[config.mk]
export PLATFORM = sky130hd
export DESIGN_NAME = ahb_default_slave_p
export DESIGN_NICKNAME = d
export VERILOG_FILES = /design/src/rtl/ahb_default_slave_p.sv
export SDC_FILE = /design/constraint.sdc
export NUM_CORES = 1
export LEC_CHECK = 0
export ABC_AREA = 1
export BUFFER_PORTS_ARGS = -buffer_cell sky130_fd_sc_hd__buf_4
export CORE_AREA = 2 2 100 83
export DETAILED_ROUTE_END_ITERATION = 8
export DIE_AREA = 0 0 102 85
export GPL_ROUTABILITY_DRIVEN = 0
export PLACE_DENSITY = 0.75
export SLEW_MARGIN = 20
export SYNTH_ARGS = -nofsm -noshare
export SYNTH_HDL_FRONTEND = slang
export SYNTH_SLANG_ARGS = --single-unit
[constraint.sdc]
create_clock -name HCLK -period 1.9 [get_ports HCLK]
set_clock_uncertainty 0.2 [all_clocks]
set_input_delay 0.38 -clock HCLK [delete_from_list [all_inputs] [get_ports HCLK]]
set_output_delay 0.38 -clock HCLK [all_outputs]
set_load 0.03 [all_outputs]
[src/rtl/ahb_default_slave_p.sv]
// AHB-Lite default slave: zero-wait OKAY for IDLE/BUSY, two-cycle ERROR for
// NONSEQ/SEQ (optionally preceded by wait states), plus error diagnostics.
module ahb_default_slave_p #(
    parameter int unsigned           DATA_WIDTH = 64,
    parameter int unsigned           ADDR_WIDTH = 32,
    parameter int unsigned           CNT_WIDTH  = 8,
    parameter int unsigned           ERR_WAIT   = 0,
    parameter logic [DATA_WIDTH-1:0] RDATA_FILL = '1
) (
    input  logic                  HCLK,
    input  logic                  HRESET,
    input  logic                  HSEL,
    input  logic                  HREADY,
    input  logic [1:0]            HTRANS,
    input  logic                  HWRITE,
    input  logic [ADDR_WIDTH-1:0] HADDR,
    input  logic [DATA_WIDTH-1:0] HWDATA,
    output logic                  HREADYOUT,
    output logic                  HRESP,
    output logic [DATA_WIDTH-1:0] HRDATA,
    input  logic                  ERR_CLR,
    output logic [CNT_WIDTH-1:0]  ERR_COUNT,
    output logic [ADDR_WIDTH-1:0] ERR_ADDR,
    output logic                  ERR_WRITE,
    output logic                  ERR_IRQ
);

    typedef enum logic [1:0] {
        StIdle = 2'b00,
        StWait = 2'b01,
        StErr1 = 2'b10,
        StErr2 = 2'b11
    } state_e;

    localparam logic [3:0] WaitInit = 4'(ERR_WAIT);
    localparam bit         HasWait  = (ERR_WAIT != 0);

    state_e                state_q, state_d;
    logic [3:0]            wait_q, wait_d;
    logic                  hreadyout_q, hresp_q, irq_q;
    logic [CNT_WIDTH-1:0]  cnt_q;
    logic [ADDR_WIDTH-1:0] addr_q;
    logic                  write_q;
    logic                  valid;
    logic                  capture;
    logic                  err_done;

    // Write data and the SEQ/NONSEQ distinction carry no information here.
    logic unused_inputs;
    assign unused_inputs = ^{HWDATA, HTRANS[0]};

    assign valid    = HSEL & HREADY & HTRANS[1];
    // A new address phase is only accepted while the slave is ready.
    assign capture  = valid & ((state_q == StIdle) | (state_q == StErr2));
    assign err_done = (state_q == StErr2);

    // Next-state and wait-counter decode.
    always_comb begin
        state_d = state_q;
        wait_d  = wait_q;
        unique case (state_q)
            StIdle, StErr2: begin
                if (valid) begin
                    if (HasWait) begin
                        state_d = StWait;
                        wait_d  = WaitInit;
                    end else begin
                        state_d = StErr1;
                    end
                end else begin
                    state_d = StIdle;
                end
            end
            StWait: begin
                wait_d = wait_q - 4'd1;
                // <= guards against a stuck counter should it ever read zero.
                if (wait_q <= 4'd1) begin
                    state_d = StErr1;
                    wait_d  = 4'd0;
                end
            end
            StErr1: state_d = StErr2;
            default: state_d = StIdle;
        endcase
    end

    // State register with Moore outputs registered from the next state.
    always_ff @(posedge HCLK or negedge HRESET) begin
        if (!HRESET) begin
            state_q     <= StIdle;
            wait_q      <= 4'd0;
            hreadyout_q <= 1'b1;
            hresp_q     <= 1'b0;
            irq_q       <= 1'b0;
        end else begin
            state_q     <= state_d;
            wait_q      <= wait_d;
            hreadyout_q <= (state_d == StIdle) | (state_d == StErr2);
            hresp_q     <= (state_d == StErr1) | (state_d == StErr2);
            irq_q       <= (state_d == StErr2);
        end
    end

    // Diagnostics: saturating error count and last faulting address/direction.
    always_ff @(posedge HCLK or negedge HRESET) begin
        if (!HRESET) begin
            cnt_q   <= '0;
            addr_q  <= '0;
            write_q <= 1'b0;
        end else begin
            if (ERR_CLR) begin
                // A clear coinciding with a completed error keeps that error.
                cnt_q <= err_done ? CNT_WIDTH'(1) : '0;
            end else if (err_done && (cnt_q != '1)) begin
                cnt_q <= cnt_q + CNT_WIDTH'(1);
            end
            if (capture) begin
                addr_q  <= HADDR;
                write_q <= HWRITE;
            end
        end
    end

    assign HREADYOUT = hreadyout_q;
    assign HRESP     = hresp_q;
    assign HRDATA    = RDATA_FILL;
    assign ERR_COUNT = cnt_q;
    assign ERR_ADDR  = addr_q;
    assign ERR_WRITE = write_q;
    assign ERR_IRQ   = irq_q;

endmodule
==> results of run 1 <==
## cell usage in the layout (no fill, tap or decap), types with 2 or more instances in the layout
cell type / count
sky130_fd_sc_hd__a21oi_2: 2
sky130_fd_sc_hd__buf_4: 93
sky130_fd_sc_hd__clkbuf_8: 6
sky130_fd_sc_hd__conb_1: 64
sky130_fd_sc_hd__dfrtp_1: 49
sky130_fd_sc_hd__ha_1: 4
sky130_fd_sc_hd__ha_4: 2
sky130_fd_sc_hd__inv_1: 14
sky130_fd_sc_hd__inv_2: 3
sky130_fd_sc_hd__nand2_1: 126
sky130_fd_sc_hd__nand2_2: 3
sky130_fd_sc_hd__nand3_1: 10
sky130_fd_sc_hd__nor2_1: 14
sky130_fd_sc_hd__nor2_4: 2
sky130_fd_sc_hd__o21ai_0: 4
sky130_fd_sc_hd__o21ai_1: 4
sky130_fd_sc_hd__xor2_1: 2
## stage by stage
| step | std cells | util | hold WS, ns | TNS (ns) |
|---|---|---|---|---|
| after floorplan | 387 | - | -0.116 | 0 |
| after global placement | 513 | 0.420 | 0.247 | -0.0294 |
| after detailed placement | 513 | 0.420 | 0.253 | -0.0692 |
| after CTS | 523 | 0.436 | 0.0543 | 0 |
| after global routing | 527 | 0.445 | 0.0603 | -0.0482 |
| final | 527 | 0.445 | 0.0667 | 0 |
## tightest hold or removal path, delay by kind of cell
| kind | cells | cell delay (ns) |
|---|---|---|
| buffers and inverters | 1 | 0.07 |
| AND/OR/NAND/NOR | 2 | 0.08 |
## final cells by class
type / count / area, um2
tap: 108 / 135
multi-input combinational: 248 / 1140
timing repair buffer: 95 / 728
fill: 787 / 4270
sequential: 50 / 1250
clock buffer: 7 / 86.3
inverter: 18 / 72.6
clock inverter: 1 / 8.76
## power by group through the flow
stage | clock network, mW | logic (mW) | registers (mW)
2_1_floorplan | 0 | 0.530 | 1.65
3_3_place_gp | 0 | 1.13 | 1.37
3_5_place_dp | 0 | 1.15 | 1.37
4_1_cts | 0.692 | 1.20 | 1.36
5_1_grt | 0.733 | 1.44 | 1.39
6_report | 0.659 | 1.33 | 1.37
## repair_timing
item | CTS | global route
setup endpoints to repair | 1 | 3
resized for setup | 3 | 10
pin swaps | 1 | 5
hold buffers | 1 | 0
endpoints found under the hold margin | 49 | 0
setup buffers | 1 | 4
## layer usage
layer	GRT usage	vias up	part of all wire
met2	0.208	81	0.49
met4	0.0303	0	0.0046
met5	0	-	0
met1	0.161	1010	0.43
li1	-	1046	-
met3	0.0420	2	0.079
## state kept, by name, summed over array words and instances, names as in the netlist
signal / count
ERR_ADDR: 32
ERR_COUNT: 8
wait_q: 4
state_q: 2
ERR_IRQ: 1
ERR_WRITE: 1
HREADYOUT: 1
HRESP: 1
## worst min-delay path by stage
stage | from | end | cells past startpoint
after detailed placement | HRESET | ERR_COUNT[0] | 1
after global placement | HRESET | ERR_IRQ | 1
final | HADDR[6] | ERR_ADDR[6] | 3
after global routing | HADDR[6] | ERR_ADDR[6] | 3
after floorplan | HRESET | ERR_ADDR[0] | 0
after CTS | HADDR[6] | ERR_ADDR[6] | 3
## cell families after synthesis
kind of cell / synth area share
adder cells (fa/ha/maj): 0.0326
other: 0.00139
multiplexers: 0.00372
XOR/XNOR: 0.00651
AO/OA/AOI/OAI: 0.0265
AND/OR/NAND/NOR: 0.247
buffers and inverters: 0.217
flip-flops: 0.466
==> flow_summary.html, run 1 <==
<table>
<tr><th>Metric</th><th>Value</th></tr>
<tr><th colspan="2">GRT</th></tr>
<tr><td>Largest net degree at the start of global routing</td><td>51</td></tr>
<tr><td>Remaining Overflow, GRT</td><td>0</td></tr>
<tr><td>All-layer global routing usage</td><td>0.126</td></tr>
<tr><td>Wire length of the first global-routing pass</td><td>8.97 mm</td></tr>
<tr><td>Initial antenna violation count</td><td>0</td></tr>
<tr><td>Number of global-route vias before repair</td><td>2010</td></tr>
<tr><th colspan="2">Layout</th></tr>
<tr><td>Synthesis-to-layout area growth</td><td>27.3%</td></tr>
<tr><td>Finished layout cell area</td><td>3420 um2</td></tr>
<tr><td># nets final</td><td>529</td></tr>
<tr><td>Layout cell share with drive strength beyond 1</td><td>0.289</td></tr>
<tr><td>Antenna diode instance count</td><td>0</td></tr>
<tr><th colspan="2">Timing</th></tr>
<tr><td>Count of final hold-check violations</td><td>0</td></tr>
<tr><td>Worst setup margin</td><td>0.0298 ns</td></tr>
<tr><td>Max_slew headroom</td><td>0.575</td></tr>
<tr><td>Worst Tran Pin Value</td><td>0.637 ns</td></tr>
<tr><td>Fin crit period</td><td>1.87 ns</td></tr>
<tr><td>Maximum operating frequency</td><td>0.535 GHz</td></tr>
<tr><td>Period utilization</td><td>0.984</td></tr>
<tr><td>Max-slew violation total from the final report</td><td>0</td></tr>
<tr><td>Setup Viol. Count Final</td><td>0</td></tr>
<tr><th colspan="2">Floorplan</th></tr>
<tr><td>X dimension of the die</td><td>102 um</td></tr>
<tr><td>Core region area</td><td>7690 um2</td></tr>
<tr><td>Die Span Y</td><td>85 um</td></tr>
<tr><td>Starting utilization of the core area</td><td>0.350</td></tr>
<tr><td>Boundary Pins</td><td>212</td></tr>
<tr><td>Area of the die</td><td>8670 um2</td></tr>
<tr><td>Site Rows</td><td>29</td></tr>
<tr><th colspan="2">Clock network</th></tr>
<tr><td>H-tree levels</td><td>2</td></tr>
<tr><td>Total CTS buffers</td><td>5</td></tr>
<tr><td>Clock input transition at the sequential cells of the worst setup and hold paths</td><td>0.10 ns</td></tr>
<tr><td>TritonCTS clock tree</td><td>built</td></tr>
<tr><td>Clock tree root driver cell</td><td>sky130_fd_sc_hd__clkbuf_8</td></tr>
<tr><td>Number of buffers between clock root and the deepest sink</td><td>2</td></tr>
<tr><td>Worst-skew pair later-pin latency</td><td>0.30 ns</td></tr>
<tr><td>Clock Sink Count</td><td>50</td></tr>
<tr><th colspan="2">Critical path</th></tr>
<tr><td>Type of element capturing the critical path</td><td>flop</td></tr>
<tr><td>Capture point of the critical path</td><td>HRESP</td></tr>
<tr><td>Count of buffering cells on the critical path with inverters included</td><td>2</td></tr>
<tr><td>R2r setup slk</td><td>0.03 ns</td></tr>
<tr><td>Critical Path Stages</td><td>8</td></tr>
<tr><td>Launch instance of the worst register-to-register path</td><td>wait_q[0]</td></tr>
<tr><td>CP max stage delay</td><td>0.41 ns</td></tr>
<tr><td>Sequence of cells on the critical path</td><td>inv_2 -&gt; ha_4 -&gt; o21ai_4 -&gt; nand3_2 -&gt; a21oi_2 -&gt; inv_1 -&gt; ha_2 -&gt; or2_4</td></tr>
<tr><td>Category of the critical setup timing path</td><td>flop to flop</td></tr>
<tr><td>End of the worst register-to-register path</td><td>HRESP</td></tr>
<tr><td>Slowest stage cell, crit path</td><td>sky130_fd_sc_hd__dfrtp_1</td></tr>
<tr><td>Kind of cell adding the most delay to the critical path</td><td>flip-flops</td></tr>
<tr><td>Data required time of the worst path</td><td>1.90 ns</td></tr>
<tr><td>Critical path data arrival time</td><td>1.87 ns</td></tr>
<tr><td>R2R cell count</td><td>8</td></tr>
<tr><td>Biggest fanout along the worst timing path</td><td>3</td></tr>
<tr><td>Worst setup path start</td><td>wait_q[0]</td></tr>
<tr><td>Element type at the critical path start</td><td>flop</td></tr>
<tr><th colspan="2">Detailed routing</th></tr>
<tr><td>Total number of vias</td><td>2139</td></tr>
<tr><td>Via-to-Cell Ratio</td><td>4.06</td></tr>
<tr><td>Number of DRC violations after detailed-routing iteration 0</td><td>62</td></tr>
<tr><td>Detailed-route wire length per cell</td><td>10.7 um</td></tr>
<tr><td>Total DRC errors in the routed layout</td><td>0</td></tr>
<tr><td>Post-DRT Antenna Nets</td><td>0</td></tr>
<tr><td>Detailed-router iteration count before antenna repair</td><td>4</td></tr>
<tr><td>Total detailed-routing wirelength</td><td>5.66 mm</td></tr>
<tr><th colspan="2">Synthesis</th></tr>
<tr><td>Most instantiated cells after synthesis</td><td>sky130_fd_sc_hd__nand2_1, sky130_fd_sc_hd__buf_4, sky130_fd_sc_hd__dfrtp_1, sky130_fd_sc_hd__inv_1, sky130_fd_sc_hd__nor2_1</td></tr>
<tr><td>Post-Syn Instances</td><td>324</td></tr>
<tr><td>Most frequently used cell type in the post-synthesis netlist</td><td>sky130_fd_sc_hd__nand2_1</td></tr>
<tr><td>Asr flop ratio synth</td><td>1.00</td></tr>
<tr><td>Share of the synthesized area in the top cell type</td><td>0.456</td></tr>
<tr><td>Number of synthesized flops with an enable pin</td><td>0</td></tr>
<tr><td>Register area share after synthesis</td><td>0.466</td></tr>
<tr><td>Synth area leaders</td><td>sky130_fd_sc_hd__dfrtp_1, sky130_fd_sc_hd__buf_4, sky130_fd_sc_hd__nand2_1</td></tr>
<tr><td>Warnings from Yosys</td><td>0</td></tr>
<tr><td>Cell type with the largest total area after synthesis</td><td>sky130_fd_sc_hd__dfrtp_1</td></tr>
<tr><td>Avg Synthesized Cell Area</td><td>8.30 um2</td></tr>
<tr><td>Primary flip-flop cell chosen by synthesis mapping</td><td>sky130_fd_sc_hd__dfrtp_1</td></tr>
<tr><td>Count of cell types in the netlist</td><td>28</td></tr>
<tr><td>Number of synthesized register bits</td><td>50</td></tr>
<tr><td>Cell area after synthesis</td><td>2690 um2</td></tr>
<tr><th colspan="2">Pwr</th></tr>
<tr><td>Power density over the cells</td><td>979 nW/um2</td></tr>
<tr><td>Switching portion of total power</td><td>0.388</td></tr>
<tr><td>Reported leakage power</td><td>1.91 nW</td></tr>
<tr><td>Combinational share of power</td><td>0.396</td></tr>
<tr><td>Cell Int Power</td><td>2.05 mW</td></tr>
<tr><td>Power consumption</td><td>3.35 mW</td></tr>
<tr><td>Clk pwr share</td><td>0.197</td></tr>
<tr><td>Switching power total</td><td>1.30 mW</td></tr>
<tr><td>IR drop worst, VDD</td><td>0.000420 V</td></tr>
<tr><td>Share of power burned in registers</td><td>0.408</td></tr>
<tr><th colspan="2">Place</th></tr>
<tr><td>Number of buffer cells added on primary ports</td><td>82</td></tr>
<tr><td>HPWL after detailed placement</td><td>4.10 mm</td></tr>
<tr><td>Placement Cell Area</td><td>3230 um2</td></tr>
<tr><td>Place WS</td><td>-0.0692 ns</td></tr>
<tr><th colspan="2">Outcome</th></tr>
<tr><td>Outcome</td><td>finished, final reports clean</td></tr>
<tr><th colspan="2">Flow run</th></tr>
<tr><td>Max-cap violation count</td><td>0</td></tr>
<tr><th colspan="2">Min path</th></tr>
<tr><td>Hold crit path type</td><td>input pin to flop</td></tr>
</table>
(Power assumes the default switching activity.)
==> run 2, diff against run 1 <==
--- a/config.mk
+++ b/config.mk
@@ -5,13 +5,13 @@
 export SDC_FILE = /design/constraint.sdc
 export NUM_CORES = 1
 export LEC_CHECK = 0
-export ABC_AREA = 1
+export ABC_AREA = 0
 export BUFFER_PORTS_ARGS = -buffer_cell sky130_fd_sc_hd__buf_4
-export CORE_AREA = 2 2 100 83
+export CORE_AREA = 2 2 101 84
 export DETAILED_ROUTE_END_ITERATION = 8
-export DIE_AREA = 0 0 102 85
+export DIE_AREA = 0 0 103 86
 export GPL_ROUTABILITY_DRIVEN = 0
-export PLACE_DENSITY = 0.75
+export PLACE_DENSITY_LB_ADDON = 0.05
 export SLEW_MARGIN = 20
 export SYNTH_ARGS = -nofsm -noshare
 export SYNTH_HDL_FRONTEND = slang
==> flow_summary.html, run 2 <==
<table>
<tr><th>Metric</th><th>Value</th></tr>
<tr><th colspan="2">Synthesis</th></tr>
<tr><td>Dominant combinational cell family by area after synthesis</td><td>buffers and inverters (was simple AND/OR/NAND/NOR gates)</td></tr>
<tr><td>Primary flip-flop cell chosen by synthesis mapping</td><td>sky130_fd_sc_hd__dfrtp_1 (unchanged)</td></tr>
<tr><td>Warnings from Yosys</td><td>0 (unchanged)</td></tr>
<tr><td>Avg Synthesized Cell Area</td><td>12.4 um2 (was 8.30 um2)</td></tr>
<tr><td>Simple-gate share of the synthesized area</td><td>0.0645 (was 0.247)</td></tr>
<tr><td>Number of synthesized flops with an enable pin</td><td>0 (unchanged)</td></tr>
<tr><td>Post-Syn Instances</td><td>223 (was 324)</td></tr>
<tr><td>Count of cell types in the netlist</td><td>40 (was 28)</td></tr>
<tr><td>Adder-cell share of the synthesized area</td><td>0.0318 (was 0.0326)</td></tr>
<tr><td>Asr flop ratio synth</td><td>1.00 (unchanged)</td></tr>
<tr><td>Number of synthesized register bits</td><td>50 (unchanged)</td></tr>
<tr><td>Share of the synthesized area in the top cell type</td><td>0.445 (was 0.456)</td></tr>
<tr><td>Synth area leaders</td><td>sky130_fd_sc_hd__dfrtp_1, sky130_fd_sc_hd__buf_4, sky130_fd_sc_hd__mux2_4 (was sky130_fd_sc_hd__dfrtp_1, sky130_fd_sc_hd__buf_4, sky130_fd_sc_hd__nand2_1)</td></tr>
<tr><td>Fraction of synthesized area in multiplexers</td><td>0.186 (was 0.00372)</td></tr>
<tr><td>Cell type with the largest total area after synthesis</td><td>sky130_fd_sc_hd__dfrtp_1 (unchanged)</td></tr>
<tr><td>Xor and xnor fraction of the mapped netlist area</td><td>0 (was 0.00651)</td></tr>
<tr><td>Most frequently used cell type in the post-synthesis netlist</td><td>sky130_fd_sc_hd__buf_4 (was sky130_fd_sc_hd__nand2_1)</td></tr>
<tr><td>Complex-gate fraction of the synthesized area</td><td>0.0604 (was 0.0265)</td></tr>
<tr><td>Most instantiated cells after synthesis</td><td>sky130_fd_sc_hd__buf_4, sky130_fd_sc_hd__dfrtp_1, sky130_fd_sc_hd__mux2_4, sky130_fd_sc_hd__inv_1, sky130_fd_sc_hd__ha_1 (was sky130_fd_sc_hd__nand2_1, sky130_fd_sc_hd__buf_4, sky130_fd_sc_hd__dfrtp_1, sky130_fd_sc_hd__inv_1, sky130_fd_sc_hd__nor2_1)</td></tr>
<tr><td>Register area share after synthesis</td><td>0.455 (was 0.466)</td></tr>
<tr><td>Cell area after synthesis</td><td>2760 um2 (was 2690 um2)</td></tr>
<tr><th colspan="2">Layout</th></tr>
<tr><td>Leading cell types in the layout, fill and taps excluded</td><td>sky130_fd_sc_hd__buf_4, sky130_fd_sc_hd__conb_1, sky130_fd_sc_hd__dfrtp_1 (was sky130_fd_sc_hd__nand2_1, sky130_fd_sc_hd__buf_4, sky130_fd_sc_hd__conb_1)</td></tr>
<tr><td>Synthesis-to-layout area growth</td><td>25.2% (was 27.3%)</td></tr>
<tr><td>Layout cell share with drive strength beyond 1</td><td>0.451 (was 0.289)</td></tr>
<tr><td>Max FFs per register</td><td>32 (unchanged)</td></tr>
<tr><td>Non-filler cells, final</td><td>427 (was 527)</td></tr>
<tr><td># nets final</td><td>429 (was 529)</td></tr>
<tr><td>Antenna diode instance count</td><td>0 (unchanged)</td></tr>
<tr><td>Fill cell count</td><td>776 (was 787)</td></tr>
<tr><td>Most common cell after layout, fill and taps aside</td><td>sky130_fd_sc_hd__buf_4 (was sky130_fd_sc_hd__nand2_1)</td></tr>
<tr><th colspan="2">Min path</th></tr>
<tr><td>Hold_sp</td><td>HADDR[20] (was HADDR[6])</td></tr>
<tr><td>Worst hold stages</td><td>2 (was 3)</td></tr>
<tr><td>Endpoint of the worst hold-timing path</td><td>ERR_ADDR[20] (was ERR_ADDR[6])</td></tr>
<tr><td>Hold crit path type</td><td>input pin to flop (unchanged)</td></tr>
<tr><th colspan="2">Critical path</th></tr>
<tr><td>R2r setup slk</td><td>0.04 ns (was 0.03 ns)</td></tr>
<tr><td>CP max stage delay</td><td>0.39 ns (was 0.41 ns)</td></tr>
<tr><td>Sequence of cells on the critical path</td><td>inv_1 -&gt; ha_2 -&gt; nor2_2 -&gt; o311ai_2 -&gt; a21o_1 -&gt; ha_1 -&gt; or2_2 (was inv_2 -&gt; ha_4 -&gt; o21ai_4 -&gt; nand3_2 -&gt; a21oi_2 -&gt; inv_1 -&gt; ha_2 -&gt; or2_4)</td></tr>
<tr><td>Element type at the critical path start</td><td>flop (unchanged)</td></tr>
<tr><td>Category of the critical setup timing path</td><td>flop to flop (unchanged)</td></tr>
<tr><td>R2R cell count</td><td>7 (was 8)</td></tr>
<tr><td>Biggest fanout along the worst timing path</td><td>3 (unchanged)</td></tr>
<tr><td>Type of element capturing the critical path</td><td>flop (unchanged)</td></tr>
<tr><td>Data required time of the worst path</td><td>1.88 ns (was 1.90 ns)</td></tr>
<tr><td>Slowest stage cell, crit path</td><td>sky130_fd_sc_hd__dfrtp_1 (unchanged)</td></tr>
<tr><td>Launch instance of the worst register-to-register path</td><td>wait_q[0] (unchanged)</td></tr>
<tr><td>End of the worst register-to-register path</td><td>HRESP (unchanged)</td></tr>
<tr><td>Critical path data arrival time</td><td>1.85 ns (was 1.87 ns)</td></tr>
<tr><th colspan="2">Pwr</th></tr>
<tr><td>IR drop worst, VDD</td><td>0.000514 V (was 0.000420 V)</td></tr>
<tr><td>Clk pwr share</td><td>0.206 (was 0.197)</td></tr>
<tr><td>Combinational share of power</td><td>0.368 (was 0.396)</td></tr>
<tr><td>Cell Int Power</td><td>1.99 mW (was 2.05 mW)</td></tr>
<tr><td>Switching power total</td><td>1.11 mW (was 1.30 mW)</td></tr>
<tr><td>Switching portion of total power</td><td>0.358 (was 0.388)</td></tr>
<tr><td>Reported leakage power</td><td>1.80 nW (was 1.91 nW)</td></tr>
<tr><td>Share of power burned in registers</td><td>0.426 (was 0.408)</td></tr>
<tr><td>Power density over the cells</td><td>901 nW/um2 (was 979 nW/um2)</td></tr>
<tr><th colspan="2">Clock network</th></tr>
<tr><td>TritonCTS clock tree</td><td>built (unchanged)</td></tr>
<tr><td>Clock input transition at the sequential cells of the worst setup and hold paths</td><td>0.09 ns (was 0.10 ns)</td></tr>
<tr><td>H-tree levels</td><td>2 (unchanged)</td></tr>
<tr><td>Total CTS buffers</td><td>5 (unchanged)</td></tr>
<tr><td>Clock Sink Count</td><td>50 (unchanged)</td></tr>
<tr><td>Number of buffers between clock root and the deepest sink</td><td>2 (unchanged)</td></tr>
<tr><td>Clock tree root driver cell</td><td>sky130_fd_sc_hd__clkbuf_8 (unchanged)</td></tr>
<tr><td>Worst-skew pair later-pin latency</td><td>0.30 ns (about the same)</td></tr>
<tr><th colspan="2">Timing</th></tr>
<tr><td>RSZ-0062 raised after global routing</td><td>yes</td></tr>
<tr><td>Max_slew headroom</td><td>0.571 (was 0.575)</td></tr>
<tr><td>Max-slew violation total from the final report</td><td>0 (unchanged)</td></tr>
<tr><td>Maximum operating frequency</td><td>0.537 GHz (was 0.535 GHz)</td></tr>
<tr><td>Worst setup margin</td><td>0.0389 ns (was 0.0298 ns)</td></tr>
<tr><td>Fin crit period</td><td>1.86 ns (was 1.87 ns)</td></tr>
<tr><td>Count of final hold-check violations</td><td>0 (unchanged)</td></tr>
<tr><td>Setup Viol. Count Final</td><td>0 (unchanged)</td></tr>
<tr><td>Period utilization</td><td>0.980 (was 0.984)</td></tr>
<tr><td>Worst Tran Pin Value</td><td>0.644 ns (was 0.637 ns)</td></tr>
<tr><th colspan="2">Detailed routing</th></tr>
<tr><td>Detailed-router iteration count before antenna repair</td><td>4 (unchanged)</td></tr>
<tr><td>Total number of vias</td><td>1745 (was 2139)</td></tr>
<tr><td>Post-DRT Antenna Nets</td><td>0 (unchanged)</td></tr>
<tr><td>Detailed-route wire length per cell</td><td>12.0 um (was 10.7 um)</td></tr>
<tr><td>Total DRC errors in the routed layout</td><td>0 (unchanged)</td></tr>
<tr><td>Number of DRC violations after detailed-routing iteration 0</td><td>28 (was 62)</td></tr>
<tr><td>Via-to-Cell Ratio</td><td>4.09 (was 4.06)</td></tr>
<tr><td>Total detailed-routing wirelength</td><td>5.12 mm (was 5.66 mm)</td></tr>
<tr><th colspan="2">Floorplan</th></tr>
<tr><td>Starting utilization of the core area</td><td>0.355 (was 0.350)</td></tr>
<tr><td>Site Rows</td><td>29 (unchanged)</td></tr>
<tr><td>Boundary Pins</td><td>212 (unchanged)</td></tr>
<tr><td>Core region area</td><td>7760 um2 (was 7690 um2)</td></tr>
<tr><td>Area of the die</td><td>8860 um2 (was 8670 um2)</td></tr>
<tr><td>X dimension of the die</td><td>103 um (was 102 um)</td></tr>
<tr><td>Die Span Y</td><td>86 um (was 85 um)</td></tr>
<tr><th colspan="2">GRT</th></tr>
<tr><td>All-layer global routing usage</td><td>0.115 (was 0.126)</td></tr>
<tr><td>Number of global-route vias before repair</td><td>1593 (was 2010)</td></tr>
<tr><td>Wire length of the first global-routing pass</td><td>7.93 mm (was 8.97 mm)</td></tr>
<tr><td>Remaining Overflow, GRT</td><td>0 (unchanged)</td></tr>
<tr><td>Largest net degree at the start of global routing</td><td>51 (unchanged)</td></tr>
<tr><td>Initial antenna violation count</td><td>0 (unchanged)</td></tr>
<tr><th colspan="2">Place</th></tr>
<tr><td>Number of buffer cells added on primary ports</td><td>82 (unchanged)</td></tr>
<tr><td>Number of placed cells counting well taps</td><td>416 (was 513)</td></tr>
<tr><td>Place WS</td><td>-0.0519 ns (was -0.0692 ns)</td></tr>
<tr><td>HPWL after detailed placement</td><td>3.72 mm (was 4.10 mm)</td></tr>
<tr><th colspan="2">Flow run</th></tr>
<tr><td>Max-cap violation count</td><td>0 (unchanged)</td></tr>
<tr><th colspan="2">Outcome</th></tr>
<tr><td>Outcome</td><td>finished, final reports clean (unchanged)</td></tr>
</table>
==> run 2: cell count changes after synthesis, sizes merged, moves of 3 or more <==
cell and delta:
o311ai +4, and3 +3, a211oi +4, nand2 -125, nand3 -9, inv -7
o21ai -6, nor2 -13, mux2 +34, a21oi +3
==> run 2: kinds of logic (layout without fill, tap and decap cells) <==
kind of cell	after synthesis	in the layout
AND/OR/NAND/NOR	28	28
AO/OA/AOI/OAI	23	23
flip-flops	50	50
other	1	64
multiplexers	36	36
adder cells (fa/ha/maj)	7	7
buffers and inverters	78	111
==> run 2: worst max-delay path: cells and delay by family (launching register included) <==
kind                       cells  cell delay, ns
and+or+nand+nor                2            0.43
AOI/OAI and AO/OA              2            0.29
adders and majority gates      2            0.37
DFF                            1            0.39
buffers and inverters          1            0.08
==> run 2: per-stage QoR <==
step | setup TNS (ns) | utilization | hold slack [ns] | cell area, um2 | total power [mW]
2_1_floorplan | 0 | - | -0.116 | 3000 | 2.19
3_3_place_gp | -0.0743 | 0.425 | 0.271 | 3300 | 2.48
3_5_place_dp | -0.0519 | 0.425 | 0.265 | 3300 | 2.49
4_1_cts | 0 | 0.441 | 0.0935 | 3420 | 3.15
5_1_grt | -0.0639 | 0.444 | 0.0829 | 3450 | 3.28
6_report | 0 | 0.444 | 0.107 | 3450 | 3.11
==> run 2: power groups by stage <==
stage	clock, mW	combinational [mW]	sequential (mW)
CTS	0.670	1.15	1.33
global placement	0	1.14	1.34
finish	0.641	1.14	1.32
floorplan	0	0.526	1.66
global route	0.725	1.20	1.35
detailed placement	0	1.15	1.33
==> run 2: how the worst max path moves through the flow <==
| stage | from | endpoint | slack (ns) |
|---|---|---|---|
| floorplan | state_q[0] | HRESP | 0.009 |
| global placement | wait_q[0] | HRESP | -0.07 |
| detailed placement | wait_q[0] | HRESP | -0.05 |
| CTS | wait_q[0] | HRESP | 0.005 |
| global route | state_q[1] | HRESP | -0.06 |
| finish | wait_q[0] | HRESP | 0.04 |
==> run 2: repair_timing <==
| action | CTS | global route |
|---|---|---|
| gates resized for setup | 2 | 4 |
| hold buffers | 1 | 0 |
| endpoints found under the hold margin | 49 | 0 |
| setup buffers | 1 | 1 |
| pin swaps | 1 | 3 |
| endpoints found under the setup margin | 2 | 3 |
==> run 2: per-layer routing <==
layer	part of all wire	global-route usage	wire (um)	vias up
met5	0	0	0	-
met4	0.0088	0.0323	45	0
met3	0.13	0.0652	681	5
met2	0.43	0.162	2220	87
met1	0.42	0.151	2170	828
li1	-	-	-	825
==> run 2: area by class of cell <==
cell class              instances  area, um2  share of cell area
flip-flops and latches         50       1250               0.363
multi-input cells             158       1220               0.354
repair buffers                 93        713               0.207
well taps                     108        135              0.0392
clock buffers                   7       86.3              0.0250
inverters                      10       37.5              0.0109
clock inverters                 1       5.00             0.00145
==> run 3, diff against run 2 <==
--- a/config.mk
+++ b/config.mk
@@ -7,9 +7,9 @@
 export LEC_CHECK = 0
 export ABC_AREA = 0
 export BUFFER_PORTS_ARGS = -buffer_cell sky130_fd_sc_hd__buf_4
-export CORE_AREA = 2 2 101 84
+export CORE_AREA = 2 2 96 80
 export DETAILED_ROUTE_END_ITERATION = 8
-export DIE_AREA = 0 0 103 86
+export DIE_AREA = 0 0 98 82
 export GPL_ROUTABILITY_DRIVEN = 0
 export PLACE_DENSITY_LB_ADDON = 0.05
 export SLEW_MARGIN = 20
==> constraint.sdc (replaced) <==
create_clock -name HCLK -period 2 [get_ports HCLK]
set_clock_uncertainty 0.2 [all_clocks]
set_input_delay 0.4 -clock HCLK [delete_from_list [all_inputs] [get_ports HCLK]]
set_output_delay 0.4 -clock HCLK [all_outputs]
set_load 0.03 [all_outputs]
==> flow_summary.html, run 3 (synthesis gave the netlist of run 2 again) <==
<table>
<tr><th>Metric</th><th>Value</th></tr>
<tr><th colspan="2">Timing</th></tr>
<tr><td>Count of final hold-check violations</td><td>0 (unchanged)</td></tr>
<tr><td>Worst Tran Pin Value</td><td>0.658 ns (was 0.644 ns)</td></tr>
<tr><td>Period utilization</td><td>0.977 (was 0.980)</td></tr>
<tr><td>RSZ-0062 raised after global routing</td><td>yes (unchanged)</td></tr>
<tr><td>Setup tns final</td><td>0 ns (unchanged)</td></tr>
<tr><td>Fin crit period</td><td>1.95 ns (was 1.86 ns)</td></tr>
<tr><td>Setup Viol. Count Final</td><td>0 (unchanged)</td></tr>
<tr><td>Maximum operating frequency</td><td>0.512 GHz (was 0.537 GHz)</td></tr>
<tr><td>Hold Worst Slack</td><td>0.126 ns (was 0.107 ns)</td></tr>
<tr><td>Max-slew violation total from the final report</td><td>0 (unchanged)</td></tr>
<tr><td>Max_slew headroom</td><td>0.561 (was 0.571)</td></tr>
<tr><th colspan="2">Clock network</th></tr>
<tr><td>Number of buffers between clock root and the deepest sink</td><td>2 (unchanged)</td></tr>
<tr><td>Clock tree root driver cell</td><td>sky130_fd_sc_hd__clkbuf_8 (unchanged)</td></tr>
<tr><td>Total CTS buffers</td><td>5 (unchanged)</td></tr>
<tr><td>Clock Sink Count</td><td>50 (unchanged)</td></tr>
<tr><td>TritonCTS clock tree</td><td>built (unchanged)</td></tr>
<tr><td>H-tree levels</td><td>2 (unchanged)</td></tr>
<tr><td>Clock input transition at the sequential cells of the worst setup and hold paths</td><td>0.09 ns (about the same)</td></tr>
<tr><td>Worst-skew pair later-pin latency</td><td>0.30 ns (about the same)</td></tr>
<tr><th colspan="2">Outcome</th></tr>
<tr><td>Outcome</td><td>finished, final reports clean (unchanged)</td></tr>
<tr><th colspan="2">Detailed routing</th></tr>
<tr><td>Detailed-router iteration count before antenna repair</td><td>4 (unchanged)</td></tr>
<tr><td>Detailed-route wire length per cell</td><td>12.8 um (was 12.0 um)</td></tr>
<tr><td>Post-DRT Antenna Nets</td><td>0 (unchanged)</td></tr>
<tr><td>Total number of vias</td><td>1733 (was 1745)</td></tr>
<tr><td>Total detailed-routing wirelength</td><td>5.20 mm (was 5.12 mm)</td></tr>
<tr><td>Via-to-Cell Ratio</td><td>4.26 (was 4.09)</td></tr>
<tr><td>Total DRC errors in the routed layout</td><td>0 (unchanged)</td></tr>
<tr><td>Number of DRC violations after detailed-routing iteration 0</td><td>54 (was 28)</td></tr>
<tr><th colspan="2">GRT</th></tr>
<tr><td>Largest net degree at the start of global routing</td><td>51 (unchanged)</td></tr>
<tr><td>Number of global-route vias before repair</td><td>1546 (was 1593)</td></tr>
<tr><td>Initial antenna violation count</td><td>0 (unchanged)</td></tr>
<tr><td>All-layer global routing usage</td><td>0.119 (was 0.115)</td></tr>
<tr><td>Wire length of the first global-routing pass</td><td>7.53 mm (was 7.93 mm)</td></tr>
<tr><td>Remaining Overflow, GRT</td><td>0 (unchanged)</td></tr>
<tr><th colspan="2">Floorplan</th></tr>
<tr><td>Area of the die</td><td>8040 um2 (was 8860 um2)</td></tr>
<tr><td>Die Span Y</td><td>82 um (was 86 um)</td></tr>
<tr><td>Core region area</td><td>7110 um2 (was 7760 um2)</td></tr>
<tr><td>Site Rows</td><td>28 (was 29)</td></tr>
<tr><td>Boundary Pins</td><td>212 (unchanged)</td></tr>
<tr><td>X dimension of the die</td><td>98 um (was 103 um)</td></tr>
<tr><td>Starting utilization of the core area</td><td>0.387 (was 0.355)</td></tr>
<tr><th colspan="2">Layout</th></tr>
<tr><td>Antenna diode instance count</td><td>0 (unchanged)</td></tr>
<tr><td>Area of the multi-input gates</td><td>1230 um2 (was 1220 um2)</td></tr>
<tr><td>Layout cell share with drive strength beyond 1</td><td>0.457 (was 0.451)</td></tr>
<tr><td>Synthesis-to-layout area growth</td><td>26.8% (was 25.2%)</td></tr>
<tr><td># nets final</td><td>427 (was 429)</td></tr>
<tr><td>Area used by sequential logic in the layout</td><td>1250 um2 (about the same)</td></tr>
<tr><td>Max FFs per register</td><td>32 (unchanged)</td></tr>
<tr><td>Fill cell count</td><td>667 (was 776)</td></tr>
<tr><td>Final Util</td><td>0.491 (was 0.444)</td></tr>
<tr><td>Non-filler cells, final</td><td>407 (was 427)</td></tr>
<tr><td>Most common cell after layout, fill and taps aside</td><td>sky130_fd_sc_hd__buf_4 (unchanged)</td></tr>
<tr><td>Finished layout cell area</td><td>3490 um2 (was 3450 um2)</td></tr>
<tr><td>Leading cell types in the layout, fill and taps excluded</td><td>sky130_fd_sc_hd__buf_4, sky130_fd_sc_hd__conb_1, sky130_fd_sc_hd__dfrtp_1 (unchanged)</td></tr>
<tr><th colspan="2">Pwr</th></tr>
<tr><td>Reported leakage power</td><td>1.82 nW (was 1.80 nW)</td></tr>
<tr><td>Power density over the cells</td><td>921 nW/um2 (was 901 nW/um2)</td></tr>
<tr><td>IR drop worst, VDD</td><td>0.000464 V (was 0.000514 V)</td></tr>
<tr><th colspan="2">Place</th></tr>
<tr><td>Number of buffer cells added on primary ports</td><td>82 (unchanged)</td></tr>
<tr><td>Placement Cell Area</td><td>3240 um2 (was 3300 um2)</td></tr>
<tr><td>Number of placed cells counting well taps</td><td>394 (was 416)</td></tr>
<tr><td>HPWL after detailed placement</td><td>3.55 mm (was 3.72 mm)</td></tr>
<tr><th colspan="2">Flow run</th></tr>
<tr><td>Max-cap violation count</td><td>0 (unchanged)</td></tr>
<tr><th colspan="2">Critical path</th></tr>
<tr><td>Element type at the critical path start</td><td>flop (unchanged)</td></tr>
<tr><td>Type of element capturing the critical path</td><td>flop (unchanged)</td></tr>
<tr><td>Category of the critical setup timing path</td><td>flop to flop (unchanged)</td></tr>
<tr><td>Critical path data arrival time</td><td>1.99 ns (was 1.85 ns)</td></tr>
<tr><td>Biggest fanout along the worst timing path</td><td>4 (was 3)</td></tr>
<tr><td>Data required time of the worst path</td><td>2.03 ns (was 1.88 ns)</td></tr>
<tr><th colspan="2">Min path</th></tr>
<tr><td>Hold crit path type</td><td>input pin to flop (unchanged)</td></tr>
</table>
-- run 3: cell count changes in the layout (fill, tap and decap cells not counted), sizes merged --
cell    previous run  this run
clkinv             1         0
bufinv             0         2
buf               92        89
-- run 3: final timing paths --
| check | cells past startpoint | startpoint | slack (ns) | endpoint |
|---|---|---|---|---|
| hold / removal | 2 | HADDR[3] | 0.13 | ERR_ADDR[3] |
| setup / recovery | 7 | wait_q[0] | 0.05 | HREADYOUT |
| hold reg to reg | 1 | ERR_ADDR[4] | 0.32 | ERR_ADDR[4] |
| min in group asynchronous | 2 | HRESET | 0.45 | ERR_ADDR[27] |
| setup reg to reg | 7 | wait_q[0] | 0.05 | HREADYOUT |
| max in group asynchronous | 2 | HRESET | 0.68 | wait_q[0] |
-- run 3: area by class of cell --
cell class / count / area share
Tap cell: 90 / 0.0322
Sequential cell: 50 / 0.359
Timing Repair Buffer: 91 / 0.205
Clock inverter: 2 / 0.0172
Clock buffer: 6 / 0.0236
Multi-Input combinational cell: 158 / 0.353
Inverter: 10 / 0.0107
-- run 3: what timing repair did --
item,4_1_cts,5_1_grt
cloned,0,1
hold buffers,1,0
pin swaps,1,1
endpoints found under the setup margin,2,2
gates resized for setup,3,10
setup buffers,0,3
hold endpoints to repair,49,0
-- run 3: critical path, stage by stage (launching register included) --
cell and delay (ns):
sky130_fd_sc_hd__dfrtp_2 0.45, sky130_fd_sc_hd__inv_2 0.10, sky130_fd_sc_hd__ha_4 0.15, sky130_fd_sc_hd__nor2_4 0.05, sky130_fd_sc_hd__buf_4 0.12, sky130_fd_sc_hd__o311a_1 0.31
sky130_fd_sc_hd__o31ai_4 0.24, sky130_fd_sc_hd__ha_1 0.26
-- run 3: stage by stage --
step                setup WS, ns  power (mW)
floorplan                 0.0725        2.08
global placement         -0.0533        2.35
detailed placement       -0.0443        2.36
CTS                      0.00627        3.25
global route             -0.0136        3.38
finish                    0.0455        3.22
-- run 3: metal layers --
layer  vias up  GRT usage  wire [um]
met1       824      0.158       2190
met5         -          0          0
li1        820          -          -
met2        85      0.177       2430
met3         4     0.0587        559
met4         0     0.0208         26
-- run 3: report_power, final --
part	internal, mW	total, mW	switching [mW]	leakage, nW
logic	0.447	1.09	0.641	1.13
clock network	0.533	0.872	0.339	0.0714
registers	1.17	1.26	0.0894	0.622
